File: src/rtl/resp_capture_if.sv
// rtl/resp_capture_if.sv - handshake and data bundle between the capture block and its driver
interface resp_capture_if #(
  parameter int VEC_W = 3,
  parameter int DEPTH = 8
);
  logic                   start;
  logic [VEC_W-1:0]       vec_in;
  logic                   dut_out;
  logic                   rd_en;
  logic [VEC_W:0]         rd_data;
  logic                   rd_valid;
  logic [$clog2(DEPTH):0] count;
  logic                   busy;
  logic                   done;

  modport master (
    output start, vec_in, dut_out, rd_en,
    input  rd_data, rd_valid, count, busy, done
  );

  modport slave (
    input  start, vec_in, dut_out, rd_en,
    output rd_data, rd_valid, count, busy, done
  );
endinterface

File: src/rtl/resp_capture.sv
// rtl/resp_capture.sv - captures DEPTH {vec, resp} samples into a FIFO; optional MISR via RESP_MISR_EN
module resp_capture #(
  parameter int VEC_W = 3,
  parameter int DEPTH = 8
) (
  input  logic        CK,
  input  logic        reset,
  resp_capture_if.slave bus
`ifdef RESP_MISR_EN
  ,
  output logic [15:0] signature
`endif
);
  localparam int PTR_W = $clog2(DEPTH);
  localparam int CNT_W = PTR_W + 1;
  localparam logic [PTR_W-1:0] LAST_SAMPLE = PTR_W'(DEPTH - 1);

  localparam logic [1:0] S_IDLE    = 2'd0;
  localparam logic [1:0] S_CAPTURE = 2'd1;
  localparam logic [1:0] S_DONE    = 2'd2;

  logic [1:0]       state;
  logic [VEC_W:0]   mem [DEPTH];
  logic [PTR_W-1:0] wr_ptr;
  logic [PTR_W-1:0] rd_ptr;
  logic [PTR_W-1:0] sample_cnt;
  logic [CNT_W-1:0] count_q;
  logic [VEC_W:0]   rd_data_q;
  logic             rd_valid_q;

  // start only arms from IDLE/DONE; while capturing it is ignored entirely
  logic arm;
  logic do_write;
  logic do_read;
  assign arm      = bus.start && (state != S_CAPTURE);
  assign do_write = (state == S_CAPTURE);
  // a read in the arming cycle would pop a sample that is being discarded
  assign do_read  = bus.rd_en && (count_q != '0) && !arm;

  // sequencing, pointers, occupancy and registered read port
  always_ff @(posedge CK or posedge reset) begin
    if (reset) begin
      state      <= S_IDLE;
      wr_ptr     <= '0;
      rd_ptr     <= '0;
      sample_cnt <= '0;
      count_q    <= '0;
      rd_data_q  <= '0;
      rd_valid_q <= 1'b0;
    end else begin
      if (arm) begin
        state      <= S_CAPTURE;
        wr_ptr     <= '0;
        rd_ptr     <= '0;
        sample_cnt <= '0;
        count_q    <= '0;
      end else begin
        if (do_write) begin
          wr_ptr     <= wr_ptr + 1'b1;
          sample_cnt <= sample_cnt + 1'b1;
          if (sample_cnt == LAST_SAMPLE) begin
            state <= S_DONE;
          end
        end
        if (do_read) begin
          rd_ptr <= rd_ptr + 1'b1;
        end
        case ({do_write, do_read})
          2'b10:   count_q <= count_q + 1'b1;
          2'b01:   count_q <= count_q - 1'b1;
          default: count_q <= count_q;
        endcase
      end
      rd_valid_q <= do_read;
      if (do_read) begin
        rd_data_q <= mem[rd_ptr];
      end
    end
  end

  // sample storage; contents need no reset because count gates every read
  always_ff @(posedge CK) begin
    if (do_write) begin
      mem[wr_ptr] <= {bus.vec_in, bus.dut_out};
    end
  end

`ifdef RESP_MISR_EN
  logic [15:0] sig_q;
  logic [15:0] sig_in;
  assign sig_in = 16'({bus.vec_in, bus.dut_out});

  // CRC-16/CCITT style MISR, reseeded on every arm and frozen outside CAPTURE
  always_ff @(posedge CK or posedge reset) begin
    if (reset) begin
      sig_q <= 16'hFFFF;
    end else if (arm) begin
      sig_q <= 16'hFFFF;
    end else if (do_write) begin
      sig_q <= {sig_q[14:0], 1'b0} ^ (sig_q[15] ? 16'h1021 : 16'h0000) ^ sig_in;
    end
  end

  assign signature = sig_q;
`endif

  assign bus.rd_data  = rd_data_q;
  assign bus.rd_valid = rd_valid_q;
  assign bus.count    = count_q;
  assign bus.busy     = (state == S_CAPTURE);
  assign bus.done     = (state == S_DONE);
endmodule

File: src/flat_wrapper.sv
// flat-port wrapper written by rule: the top's interface ports become plain ports
module resp_capture_flat 
#(
  parameter int VEC_W = 3,
  parameter int DEPTH = 8
)
  (CK, reset, bus_start, bus_vec_in, bus_dut_out, bus_rd_en, bus_rd_data, bus_rd_valid, bus_count, bus_busy, bus_done);
  resp_capture_if #(.VEC_W(VEC_W), .DEPTH(DEPTH)) bus_i ();
  input  logic CK;
  input  logic reset;
  input wire logic [$bits(bus_i.start)-1:0] bus_start;
  input wire logic [$bits(bus_i.vec_in)-1:0] bus_vec_in;
  input wire logic [$bits(bus_i.dut_out)-1:0] bus_dut_out;
  input wire logic [$bits(bus_i.rd_en)-1:0] bus_rd_en;
  output wire logic [$bits(bus_i.rd_data)-1:0] bus_rd_data;
  output wire logic [$bits(bus_i.rd_valid)-1:0] bus_rd_valid;
  output wire logic [$bits(bus_i.count)-1:0] bus_count;
  output wire logic [$bits(bus_i.busy)-1:0] bus_busy;
  output wire logic [$bits(bus_i.done)-1:0] bus_done;
  assign bus_i.start = bus_start;
  assign bus_i.vec_in = bus_vec_in;
  assign bus_i.dut_out = bus_dut_out;
  assign bus_i.rd_en = bus_rd_en;
  assign bus_rd_data = bus_i.rd_data;
  assign bus_rd_valid = bus_i.rd_valid;
  assign bus_count = bus_i.count;
  assign bus_busy = bus_i.busy;
  assign bus_done = bus_i.done;
  resp_capture #(.VEC_W(VEC_W), .DEPTH(DEPTH)) u_core (.CK(CK), .reset(reset), .bus(bus_i));
endmodule
File: config.mk
export PLATFORM = sky130hd
export DESIGN_NAME = resp_capture_flat
export DESIGN_NICKNAME = d
export VERILOG_FILES = /design/src/rtl/resp_capture_if.sv /design/src/rtl/resp_capture.sv /design/src/flat_wrapper.sv
export SDC_FILE = /design/constraint.sdc
export NUM_CORES = 1
export LEC_CHECK = 0
export ABC_AREA = 0
export ABC_CLOCK_PERIOD_IN_PS = 3590
export CORE_MARGIN = 1
export CORE_UTILIZATION = 40
export DETAILED_ROUTE_END_ITERATION = 10
export HOLD_SLACK_MARGIN = 0.02
export PLACE_DENSITY = 0.62
export RECOVER_POWER = 100
export SYNTH_ARGS = -nofsm -noshare
export SYNTH_HDL_FRONTEND = slang
export SYNTH_SLANG_ARGS = --single-unit
File: constraint.sdc
create_clock -name CK -period 3.59 [get_ports CK]
set_clock_uncertainty 0.2 [all_clocks]
set_input_delay 0.359 -clock CK [delete_from_list [all_inputs] [get_ports CK]]
set_output_delay 0.359 -clock CK [all_outputs]
set_load 0.05 [all_outputs]
==> results.py <==
metrics = {
    "yosys": {
        "yosysSeqAreaShare": 0.6551,
        "synthDistinctLibCells": 28,
        "avgSynthCellArea_um2": 14.58,
        "synth_edf_count": 32,
        "netlist_area_um2": 2231,
        "ys.flop_type": "edfxtp_1",
        "synth_nets": 169,
        "synthTopCellsByArea": "edfxtp_1, dfrtp_1, mux4_2",
        "yosysMostFrequentCell": "edfxtp_1",
        "synth_top_area_share": 0.4307,
        "yosysWarningCount": 0,
        "netlist_instances": 153,
        "synthArstFlopShare": 0.3846,
        "synth_top_area_cell": "edfxtp_1",
        "synth_seq_cells": 52,
        "synth_top_cells_by_count": "edfxtp_1, nor2_1, dfrtp_1, nand2_1",
    },
    "clock_network": {
        "cts_tree": "yes",
        "clk_pin_slew_ns": 0.10,
        "cts_buffer_depth": 2,
        "cts-root-buf": "clkbuf_8",
        "clk-insertion-delay-late_ns": 0.31,
        "cts.sinks": 52,
        "hold_buffers": 0,
        "post-cts-setup-buffers": 0,
        "ctsHtreeMaxLevel": 2,
        "postCtsResizedCells": 0,
        "numCtsBuffers": 5,
    },
    "timing": {
        "rsz0062_at_grt": "false",
        "tightest_slew_ns": 0.7558,
        "timing.final.ws_setup_ns": 0.4849,
        "final.setup.tns_ns": 0,
        "fin_crit_sh": 0.8649,
        "drv_slew": 0,
        "relSlewSlack": 0.4956,
        "fmax_mhz": 322.1,
        "period_minus_slack_ns": 3.105,
        "finalHoldViolCount": 0,
        "setup_violations": 0,
    },
    "setup_path": {
        "crit_buf_inv": 0,
        "path_delay_family": "compound AO/OA/AOI/OAI gates",
        "worstSetupStartpointType": "register",
        "path_class": "register to register",
        "arrival_ns": 3.13,
        "end_kind": "register",
        "worstPathMaxFanout": 11,
        "worstPathCellList": "o41ai_2 > a21oi_1 > ha_1 > ha_1 > o211a_1 > a211oi_1 > or4_1 > o21ai_0",
        "slowest_delay_ns": 0.57,
        "cp_common_cell": "ha_1",
        "cp.required_ns": 3.62,
        "crit_path_top_delay_cell": "o41ai_2",
    },
    "floorplan": {
        "io_pins": 19,
        "die_height_um": 76.68,
        "start_util": 0.4259,
        "die-area_um2": 5880,
        "row_count": 26,
        "core-area_um2": 5238,
        "fp.dieW_um": 76.68,
    },
    "route": {
        "firstDrtPassIters": 4,
        "wl_per_cell_um": 14.36,
        "dr_total_vias": 1190,
        "route.detailed.drc": 0,
        "initialDrtViolationCount": 46,
        "drtAntennaViolNets": 0,
        "via_per_inst": 4.877,
        "drt_wl_total_um": 3503,
    },
    "power_and_ir_drop": {
        "peakVddDrop_mv": 0.3775,
        "power_density_nw_per_um2": 958.8,
        "total_leakage_power_nw": 0.9817,
    },
    "job": {
        "maxCapViolations": 0,
    },
    "final_layout": {
        "instances_no_fill": 244,
        "drive_gt1_frac": 0.1034,
        "fin_nets": 189,
        "syn_to_final_growth_pct": 14.58,
        "diodes": 0,
        "fill_cells": 452,
    },
    "grt": {
        "antenna_found_initial": 0,
        "grtUsageTotal": 0.1319,
        "grt_pass1_wl_um": 5740,
        "grt_pass1_vias": 1192,
        "overflow": 0,
        "grt_max_degree": 21,
    },
    "placed_design": {
        "io_buffers": 18,
        "gp_congestion": 0.7079,
        "pre_cts_slack_ns": 0.5896,
        "dp.cells": 236,
        "hpwl_um": 2589,
    },
    "worst_hold_path": {
        "hold_path_class": "register to register",
    },
    "outcome": {
        "outcome": "completed",
    },
}
[layout by cell type (no fill, tap or decap), types with 2 or more instances in the layout]
| master | instances |
|---|---|
| a21oi_1 | 7 |
| clkbuf_8 | 5 |
| clkdlybuf4s50_1 | 2 |
| dfrtp_1 | 20 |
| dlygate4sd3_1 | 16 |
| edfxtp_1 | 32 |
| ha_1 | 8 |
| inv_1 | 3 |
| mux2i_1 | 7 |
| mux4_2 | 8 |
| nand2_1 | 15 |
| nand2b_1 | 5 |
| nand3b_1 | 3 |
| nor2_1 | 21 |
| nor3_1 | 2 |
| o21ai_0 | 3 |
| xnor2_1 | 2 |
| xor2_1 | 4 |
[worst reg2reg max path: stages (launching register included)]
cell,delay [ns]
dfrtp_1,0.47
o41ai_2,0.57
a21oi_1,0.30
ha_1,0.35
ha_1,0.38
o211a_1,0.17
a211oi_1,0.05
or4_1,0.46
o21ai_0,0.08
[layout make-up]
class	instances	area (um2)	share of cell area
well taps	70	87.58	0.03426
inverters	4	15.01	0.005874
flip-flops and latches	52	1461	0.5717
clock buffers	5	68.82	0.02692
repair buffers	18	180.2	0.07048
clock inverters	3	27.53	0.01077
multi-input cells	92	715.7	0.2800
[worst paths after layout]
path,slack [ns],to,from,cells after the start
min in group asynchronous,0.41,u_core.bus.rd_data[2],reset,2
hold reg to reg,0.32,u_core.sample_cnt[0],u_core.sample_cnt[0],1
setup / recovery,0.48,u_core.bus.count[3],u_core.bus.count[1],8
max in group asynchronous,2.30,u_core.bus.rd_data[1],reset,2
hold / removal,0.32,u_core.sample_cnt[0],u_core.sample_cnt[0],1
setup reg to reg,0.48,u_core.bus.count[3],u_core.bus.count[1],8
[metrics by stage]
step	util	cell area [um2]	total power, mW	hold slack, ns
2_1_floorplan	-	2231	1.886	0.1228
3_3_place_gp	0.4704	2464	2.122	0.2900
3_5_place_dp	0.4704	2464	2.165	0.3074
4_1_cts	0.4888	2560	2.512	0.2953
5_1_grt	0.4881	2556	2.633	0.3477
6_report	0.4881	2556	2.451	0.3163
[kinds of logic (layout without fill, tap and decap cells)]
kind of cell | count (synthesis) | count (layout) | synth area share
fa+ha+maj | 8 | 8 | 0.04487
xor+xnor | 6 | 6 | 0.02356
simple gates | 49 | 49 | 0.09927
compound gates | 14 | 14 | 0.04263
buf+inv | 9 | 30 | 0.02243
mux | 15 | 15 | 0.1122
flops | 52 | 52 | 0.6551
[metal layers]
metal	vias to the layer above	share of wire	GRT usage
met1	572	0.48	0.1627
met3	4	0.027	0.03571
li1	593	-	-
met4	0	0.014	0.05769
met5	-	0	0
met2	21	0.48	0.2170
[power breakdown]
| part | leakage [nW] | internal [mW] | switching (mW) | total, mW |
|---|---|---|---|---|
| clock | 0.0463 | 0.143 | 0.203 | 0.346 |
| combinational | 0.405 | 0.427 | 0.649 | 1.08 |
| sequential | 0.531 | 0.866 | 0.163 | 1.03 |
[sequential cells by signal, summed over array words and instances (netlist names)]
name,flops
u_core.wr_ptr,3
u_core.bus.rd_valid,1
u_core.mem,32
u_core.sample_cnt,3
u_core.state,2
u_core.bus.count,4
u_core.bus.rd_data,4
u_core.rd_ptr,3
No activity file was read; power rests on OpenSTA's default activity.
